**src/rtl/cond_exec_stage.sv**
```systemverilog
// ---------------------------------------------------------------------------
// cond_exec_stage
//
// Execute-stage conditional unit of the pipelined ARM core. It holds the
// Decode->Execute control register and the architectural NZCV flag register.
// The condition field of the instruction in Execute is checked against the
// stored flags. The result gates that instruction's register write, memory
// write, PC write, branch and flag update. Two counters record how many
// instructions were retired and how many were squashed.
//
// Ports
//   CLK, Reset          clock, synchronous active-high reset
//   StallE, FlushE      hold / bubble the E register (flush has priority)
//   ValidD, CondD       Decode slot valid flag and condition field [31:28]
//   PCSD, RegWD, MemWD, BranchD, FlagWD
//                       ungated Decode control signals (FlagWD = {NZ, CV})
//   ALUFlags            {N,Z,C,V} from the ALU for the instruction in E
//   ValidE, CondExE     E slot valid flag, condition passed
//   PCSrcE, RegWriteE, MemWriteE, BranchTakenE
//                       condition-gated controls
//   Flags               architectural {N,Z,C,V}
//   RetiredCount, SquashedCount
//                       performance counters, CNTW bits, wrap on overflow
// ---------------------------------------------------------------------------
module cond_exec_stage #(
    parameter int CNTW = 32
) (
    input  logic            CLK,
    input  logic            Reset,
    input  logic            StallE,
    input  logic            FlushE,
    input  logic            ValidD,
    input  logic [3:0]      CondD,
    input  logic            PCSD,
    input  logic            RegWD,
    input  logic            MemWD,
    input  logic            BranchD,
    input  logic [1:0]      FlagWD,
    input  logic [3:0]      ALUFlags,
    output logic            ValidE,
    output logic            CondExE,
    output logic            PCSrcE,
    output logic            RegWriteE,
    output logic            MemWriteE,
    output logic            BranchTakenE,
    output logic [3:0]      Flags,
    output logic [CNTW-1:0] RetiredCount,
    output logic [CNTW-1:0] SquashedCount
);

    logic            vld_p1;
    logic [3:0]      cond_p1;
    logic            pcs_p1;
    logic            regw_p1;
    logic            memw_p1;
    logic            branch_p1;
    logic [1:0]      flagw_p1;
    logic [3:0]      flags_q;
    logic [CNTW-1:0] retired_q;
    logic [CNTW-1:0] squashed_q;
    logic            pass;
    logic            leave;

    // ARM condition decode; flags are {N,Z,C,V}. Code 1111 never executes.
    function automatic logic cond_eval(input logic [3:0] cond, input logic [3:0] nzcv);
        logic n, z, c, v;
        logic r;
        {n, z, c, v} = nzcv;
        case (cond)
            4'b0000: r = z;
            4'b0001: r = !z;
            4'b0010: r = c;
            4'b0011: r = !c;
            4'b0100: r = n;
            4'b0101: r = !n;
            4'b0110: r = v;
            4'b0111: r = !v;
            4'b1000: r = !z && c;
            4'b1001: r = z || !c;
            4'b1010: r = (n == v);
            4'b1011: r = (n != v);
            4'b1100: r = !z && (n == v);
            4'b1101: r = z || (n != v);
            4'b1110: r = 1'b1;
            default: r = 1'b0;
        endcase
        return r;
    endfunction

    // ---- Decode -> Execute register ----
    always_ff @(posedge CLK) begin
        if (Reset || FlushE) begin
            vld_p1    <= 1'b0;
            cond_p1   <= 4'b0000;
            pcs_p1    <= 1'b0;
            regw_p1   <= 1'b0;
            memw_p1   <= 1'b0;
            branch_p1 <= 1'b0;
            flagw_p1  <= 2'b00;
        end else if (!StallE) begin
            vld_p1    <= ValidD;
            cond_p1   <= CondD;
            pcs_p1    <= PCSD;
            regw_p1   <= RegWD;
            memw_p1   <= MemWD;
            branch_p1 <= BranchD;
            flagw_p1  <= FlagWD;
        end
    end

    // ---- Execute: condition check and gating ----
    assign pass  = vld_p1 && cond_eval(cond_p1, flags_q);
    // The instruction in E commits its side effects only on the edge where
    // it actually moves on; a flush does not prevent that, a stall does.
    assign leave = !StallE;

    assign ValidE       = vld_p1;
    assign CondExE      = pass;
    assign PCSrcE       = pcs_p1 && pass;
    assign RegWriteE    = regw_p1 && pass;
    assign MemWriteE    = memw_p1 && pass;
    assign BranchTakenE = branch_p1 && pass;
    assign Flags        = flags_q;

    always_ff @(posedge CLK) begin
        if (Reset) begin
            flags_q <= 4'b0000;
        end else if (pass && leave) begin
            if (flagw_p1[1]) flags_q[3:2] <= ALUFlags[3:2];
            if (flagw_p1[0]) flags_q[1:0] <= ALUFlags[1:0];
        end
    end

    always_ff @(posedge CLK) begin
        if (Reset) begin
            retired_q  <= '0;
            squashed_q <= '0;
        end else if (vld_p1 && leave) begin
            if (pass) retired_q  <= retired_q + CNTW'(1);
            else      squashed_q <= squashed_q + CNTW'(1);
        end
    end

    assign RetiredCount  = retired_q;
    assign SquashedCount = squashed_q;

endmodule

```
**config.mk**
```make
export PLATFORM = sky130hd
export DESIGN_NAME = cond_exec_stage
export DESIGN_NICKNAME = d
export VERILOG_FILES = /design/src/rtl/cond_exec_stage.sv
export SDC_FILE = /design/constraint.sdc
export NUM_CORES = 1
export LEC_CHECK = 0
export ABC_AREA = 1
export CAP_MARGIN = 0
export CORE_ASPECT_RATIO = 0.7
export CORE_MARGIN = 4
export CORE_UTILIZATION = 51
export CTS_BUF_LIST = sky130_fd_sc_hd__clkbuf_2 sky130_fd_sc_hd__clkbuf_4 sky130_fd_sc_hd__clkbuf_8
export DETAILED_ROUTE_END_ITERATION = 12
export DONT_BUFFER_PORTS = 1
export HOLD_SLACK_MARGIN = 0.15
export PLACE_DENSITY = 0.77
export SETUP_SLACK_MARGIN = 0.2
export SLEW_MARGIN = 20
export SYNTH_ARGS = -nofsm -noshare
export SYNTH_HDL_FRONTEND = slang
export SYNTH_SLANG_ARGS = --single-unit
```
**constraint.sdc**
```tcl
create_clock -name CLK -period 2.08 [get_ports CLK]
set_input_delay 0.104 -clock CLK [delete_from_list [all_inputs] [get_ports CLK]]
set_output_delay 0.104 -clock CLK [all_outputs]
set_load 0.01 [all_outputs]
```
==> Yosys cells after proc, flatten, opt, wreduce, memory -nomap -nowiden <==
Index checks and enable logic that the tools add are counted.
{ "op_classes": {"addsub": 2, "n_mul": 0, "n_div": 0, "order_cmp": 0, "eq_ne": 16, "shift": 0, "n_mux": 1, "bitwise_logic": 1, "reduce_logical": 22} }
{ "op_table": {"columns": ["cell", "count"], "rows": [
  ["$add A32 B1 Y32 const B", 2],
  ["$eq A4 B4 Y1 const B", 7],
  ["$eq A4 B3 Y1 const B", 4],
  ["$pmux W1 S15", 1],
  ["$logic_and A1 B1 Y1", 9],
  ["$eq A4 B2 Y1 const B", 2],
  ["$reduce_and A2 Y1", 4],
  ["$logic_not A1 Y1", 5],
  ["$eq A4 B1 Y1 const B", 1],
  ["$logic_not A4 Y1", 1],
  ["$logic_or A1 B1 Y1", 3],
  ["$eq A1 B1 Y1", 1],
  ["$ne A1 B1 Y1", 1],
  ["$not A1 Y1", 1]
]} }
{ "totals": {"register_bits": 79, "latchBits": 0, "ramBits": 0, "romBits": 0, "memories": 0} }

==> Logic depth before layout (Yosys ltp) <==
{ "depth": {"depth_word": 6, "ltp_mapped": 14, "ltp_nobuf": 12} }

==> Least setup slack after synthesis <==
No wires, ideal clock.
{ "synth_timing": {"path_kind": "register to register", "from": "register squashed_q[0], in the netlist SquashedCount[0]", "to": "register squashed_q[24], in the netlist SquashedCount[24]", "arrival_time_ps": 1628, "t_required_ps": 2010, "path_slack_ps": 382, "path_stages_with_launch": 9, "n_path_buf": 0, "period_less_slack_ps": 1698, "path_cell_list": "dfxtp_1 -> ha_1 -> nand3_1 -> inv_1 -> nand2_1 -> nor3_1 -> xor2_1 -> nand3_1 -> a21oi_1"} }
{ "synth_via": {"elab_chain_len": 1} }
{ "synth_lines": {"columns": ["item", "line", "rtl"], "rows": [
  ["from (decl)", "60", "logic [CNTW-1:0] squashed_q;"],
  ["from (signal assigned)", "140", "else squashed_q <= squashed_q + CNTW'(1);"],
  ["$add A32 B1 Y32", "140", null]
]} }
No other way between the ends.
A chain may end at the register's enable or synchronous reset.

==> Worst setup path after layout <==
{ "layout_timing": {"from": "register cond_p1[2]", "to": "output port RegWriteE"} }
{ "layout_via": {"elab_chain_len": 4} }
{ "layout_lines": {"columns": ["item", "line", "rtl"], "rows": [
  ["from (decl)", "52", "logic [3:0] cond_p1;"],
  ["from (signal assigned)", "102", "cond_p1 <= CondD;"],
  ["$eq A4 B4 Y1, or another cell as far along", "69", "case (cond)"],
  ["$pmux W1 S15 (*)", "69", null],
  ["$logic_and A1 B1 Y1 (*)", "112", "assign pass = vld_p1 && cond_eval(cond_p1, flags_q);"],
  ["$logic_and A1 B1 Y1 (*)", "120", "assign RegWriteE = regw_p1 && pass;"],
  ["to (decl)", "43", "output logic RegWriteE,"]
]} }
Mark *: on every way between the ends. The rest lies on a longest branch, timed or not.

==> results.yml <==
synthesis:
  synth.ff_latch_count: 79
  synth_top_family_by_area: "simple AND/OR/NAND/NOR gates"
  yosysMostFrequentCell: "nand2_1"
  synth_warnings: 0
  ys.flop_type: "dfxtp_1"
  synth_top_cell_by_area: "dfxtp_1"
  synth-adder-area-share_pct: 0.514
  ys_seq_area_share_pct: 32.5
  avgSynthCellArea_um2: 6.38
  synth_area_um2: 4860
  synth_compound_area_share_pct: 9.44
  yosysTopAreaCellShare_pct: 32.5
  syn-num-nets: 784
  ys_types: 29
  synth_xor_area_share_pct: 8.10
  synthSimpleGateAreaFrac_pct: 41.9
  synth_cells: 763
  async_reset_ff_share_pct: 0
  synth.top_cells.by_count: "nand2_1, nor2_1, dfxtp_1, a21oi_1, nand3_1"
  synth_area_leaders: "dfxtp_1, nand2_1, nor2_1"
  synth_mux_area_share_pct: 0
  synth_edf_count: 0
place:
  io_buffers: 0
  gp_congestion: 0.972
  dp_cells: 890
  hpwl_um: 10600
die:
  initial_core_util_pct: 53.0
  rows: 29
  pin_count: 93
  core_area_um2: 9180
  dieHeight_um: 89.7
  die_w_um: 125
  die-area_um2: 11200
clock_tree:
  root_buffer: "clkbuf_8"
  numCtsBuffers: 9
  cts_tree: "yes"
  h-tree-depth: 3
  cts_max_path_buffers: 2
  cts.reportedPaths.clkPinSlew_ns: 0.09
  cts_sinks: 79
  clkLatencyLatePin_ns: 0.36
power:
  switchingPower_mw: 0.734
  ir_drop_uv: 394
  clock_power_share_pct: 40.6
  combPwrFrac_pct: 6.8
  power.density_nw_per_um2: 485
  p_seq_share_pct: 52.6
  p_int_mw: 2.17
  power_mw: 2.90
  swShare_pct: 25.3
  static-leakage-power_nw: 2.08
sta:
  rsz0062_at_grt: "yes"
  layout_min_cycle_time_ns: 1.89
  relSlewSlack_pct: 49.6
  finalSetupViolations: 0
  period_share_pct: 90.9
  finalHoldViolations: 0
  slew_viol_final: 0
  finClkSkew_ns: 0.00957
  fmax_ghz: 0.529
  setup_tns_ns: 0
  tightest_slew_ns: 0.757
finish:
  fillers: 800
  areaGrowthSynthToFinish_pct: 23.0
  nets: 832
  drive_gt1_share_pct: 18.3
  final_cells: 940
  regArea_um2: 1620
  multi_input_area_um2: 3110
  n_antenna_cell: 0
setup_path:
  r2r_end: "RetiredCount[4]"
  worstSetupEndpointType: "output pin"
  required_ns: 1.98
  r2r-start: "cond_p1[2]"
  rr_worst_depth: 11
  critical_path_class: "flop to output pin"
  crit_path_max_fanout: 5
  cp-startpoint: "cond_p1[2]"
  rrSetupSlack_ns: 0.22
  cp-start-kind: "flop"
  cp.arrival_ns: 1.79
routing:
  drt-initial-drc-count: 667
  vias: 5437
  wl_per_cell_um: 16.8
  firstDrtPassIters: 5
  routed_via_density: 5.78
  final_antenna_net_count: 0
  routed_wl_um: 15800
  drc: 0
global_route:
  antenna_found_initial: 0
  grt_max_degree: 67
  grt_first_pass_wirelength_um: 24900
  grt_pass1_vias: 4741
  grtUsageTotal_pct: 26.5
  gr-total-overflow: 0
job:
  drv_cap: 0
worst_hold_path:
  hold_path_end: "RetiredCount[10]"
  hp-start: "StallE"
  hp-class: "primary input to flop"
  holdPathStages: 4
outcome:
  status: "finished, final reports clean"
-- sequential cells by signal (all words and copies together), names as in the netlist --
register	flops
Flags	4
ValidE	1
pcs_p1	1
flagw_p1	2
regw_p1	1
cond_p1	4
SquashedCount	32
RetiredCount	32
branch_p1	1
memw_p1	1
-- routing by layer --
layer  vias to the layer above  wire (µm)  GRT usage [%]
li1                       2568          -              -
met1                      2525       6970           37.3
met2                       321       6670           38.4
met3                        23       1950           9.42
met4                         0        223           7.03
met5                         -          0              0
-- power groups by stage --
stage / clock network, mW / registers, mW / logic [mW]
floorplan: 0 / 1.56 / 0.0951
CTS: 1.19 / 1.53 / 0.179
finish: 1.18 / 1.53 / 0.198
detailed placement: 0 / 1.56 / 0.0980
global placement: 0 / 1.56 / 0.0955
global route: 1.26 / 1.53 / 0.212
-- metrics by stage --
step / cell area (µm²) / util, % / setup WS, ns / hold WS (ns)
floorplan: 4860 / - / 0.382 / 0.239
global placement: 5140 / 56.0 / 0.305 / 0.181
global route: 5980 / 65.2 / 0.0900 / 0.289
finish: 5980 / 65.2 / 0.189 / 0.250
detailed placement: 5140 / 56.0 / 0.197 / 0.183
CTS: 5720 / 62.3 / 0.206 / 0.217
-- cell usage in the layout, fill, tap and decap left out, types with 4 or more instances in the layout --
| cell type | n |
|---|---|
| a211oi_1 | 4 |
| a21oi_1 | 63 |
| a21oi_2 | 9 |
| buf_4 | 35 |
| buf_6 | 4 |
| clkbuf_8 | 10 |
| dfxtp_1 | 62 |
| dfxtp_2 | 11 |
| dfxtp_4 | 6 |
| dlygate4sd3_1 | 23 |
| inv_1 | 41 |
| inv_2 | 7 |
| nand2_1 | 238 |
| nand2_2 | 4 |
| nand3_1 | 53 |
| nand3_2 | 11 |
| nand3b_1 | 8 |
| nand4_1 | 24 |
| nor2_1 | 80 |
| nor2_2 | 14 |
| nor2_4 | 8 |
| nor3_1 | 16 |
| nor3_2 | 8 |
| o21ai_0 | 7 |
| xnor2_1 | 8 |
| xor2_1 | 37 |
-- timing repair --
item,CTS,global route
hold endpoints to repair,79,0
gates cloned,0,2
pin swaps,5,6
endpoints found under the setup margin,12,79
buffers inserted,4,3
resized for setup,29,62
hold buffers,25,0
-- area by class of cell --
cell class	instances	area share (%)
clock buffer	10	2.30
clock inverter	6	1.00
inverter	52	3.56
multi-input combinational	600	52.0
sequential	79	27.0
tap	124	2.59
timing repair buffer	69	11.5
-- worst max-delay path by stage --
| stage | to | slack, ns | depth (start not counted) |
|---|---|---|---|
| after floorplan | SquashedCount[24] | 0.38 | 8 |
| after global placement | CondExE | 0.30 | 10 |
| after detailed placement | SquashedCount[8] | 0.20 | 11 |
| after CTS | PCSrcE | 0.21 | 12 |
| after global routing | RegWriteE | 0.09 | 10 |
| final | RegWriteE | 0.19 | 10 |
-- worst max-delay path, stage by stage, from the launching register on --
cell	delay (ns)
dfxtp_4	0.41
inv_4	0.05
nor2_4	0.13
nand2_2	0.08
a21boi_2	0.14
nor2_2	0.06
nand3_4	0.11
nand2_8	0.08
buf_12	0.16
nor2_4	0.09
buf_6	0.11
-- cells by family (layout without fill, tap and decap cells) --
kind of cell	Yosys count	in the layout
xor gates and xnor gates	45	45
and+or+nand+nor	469	469
buffers and inverters	84	137
adders and majority gates	2	2
DFF	79	79
AOI/OAI and AO/OA	84	84
(Power assumes the default switching activity.)
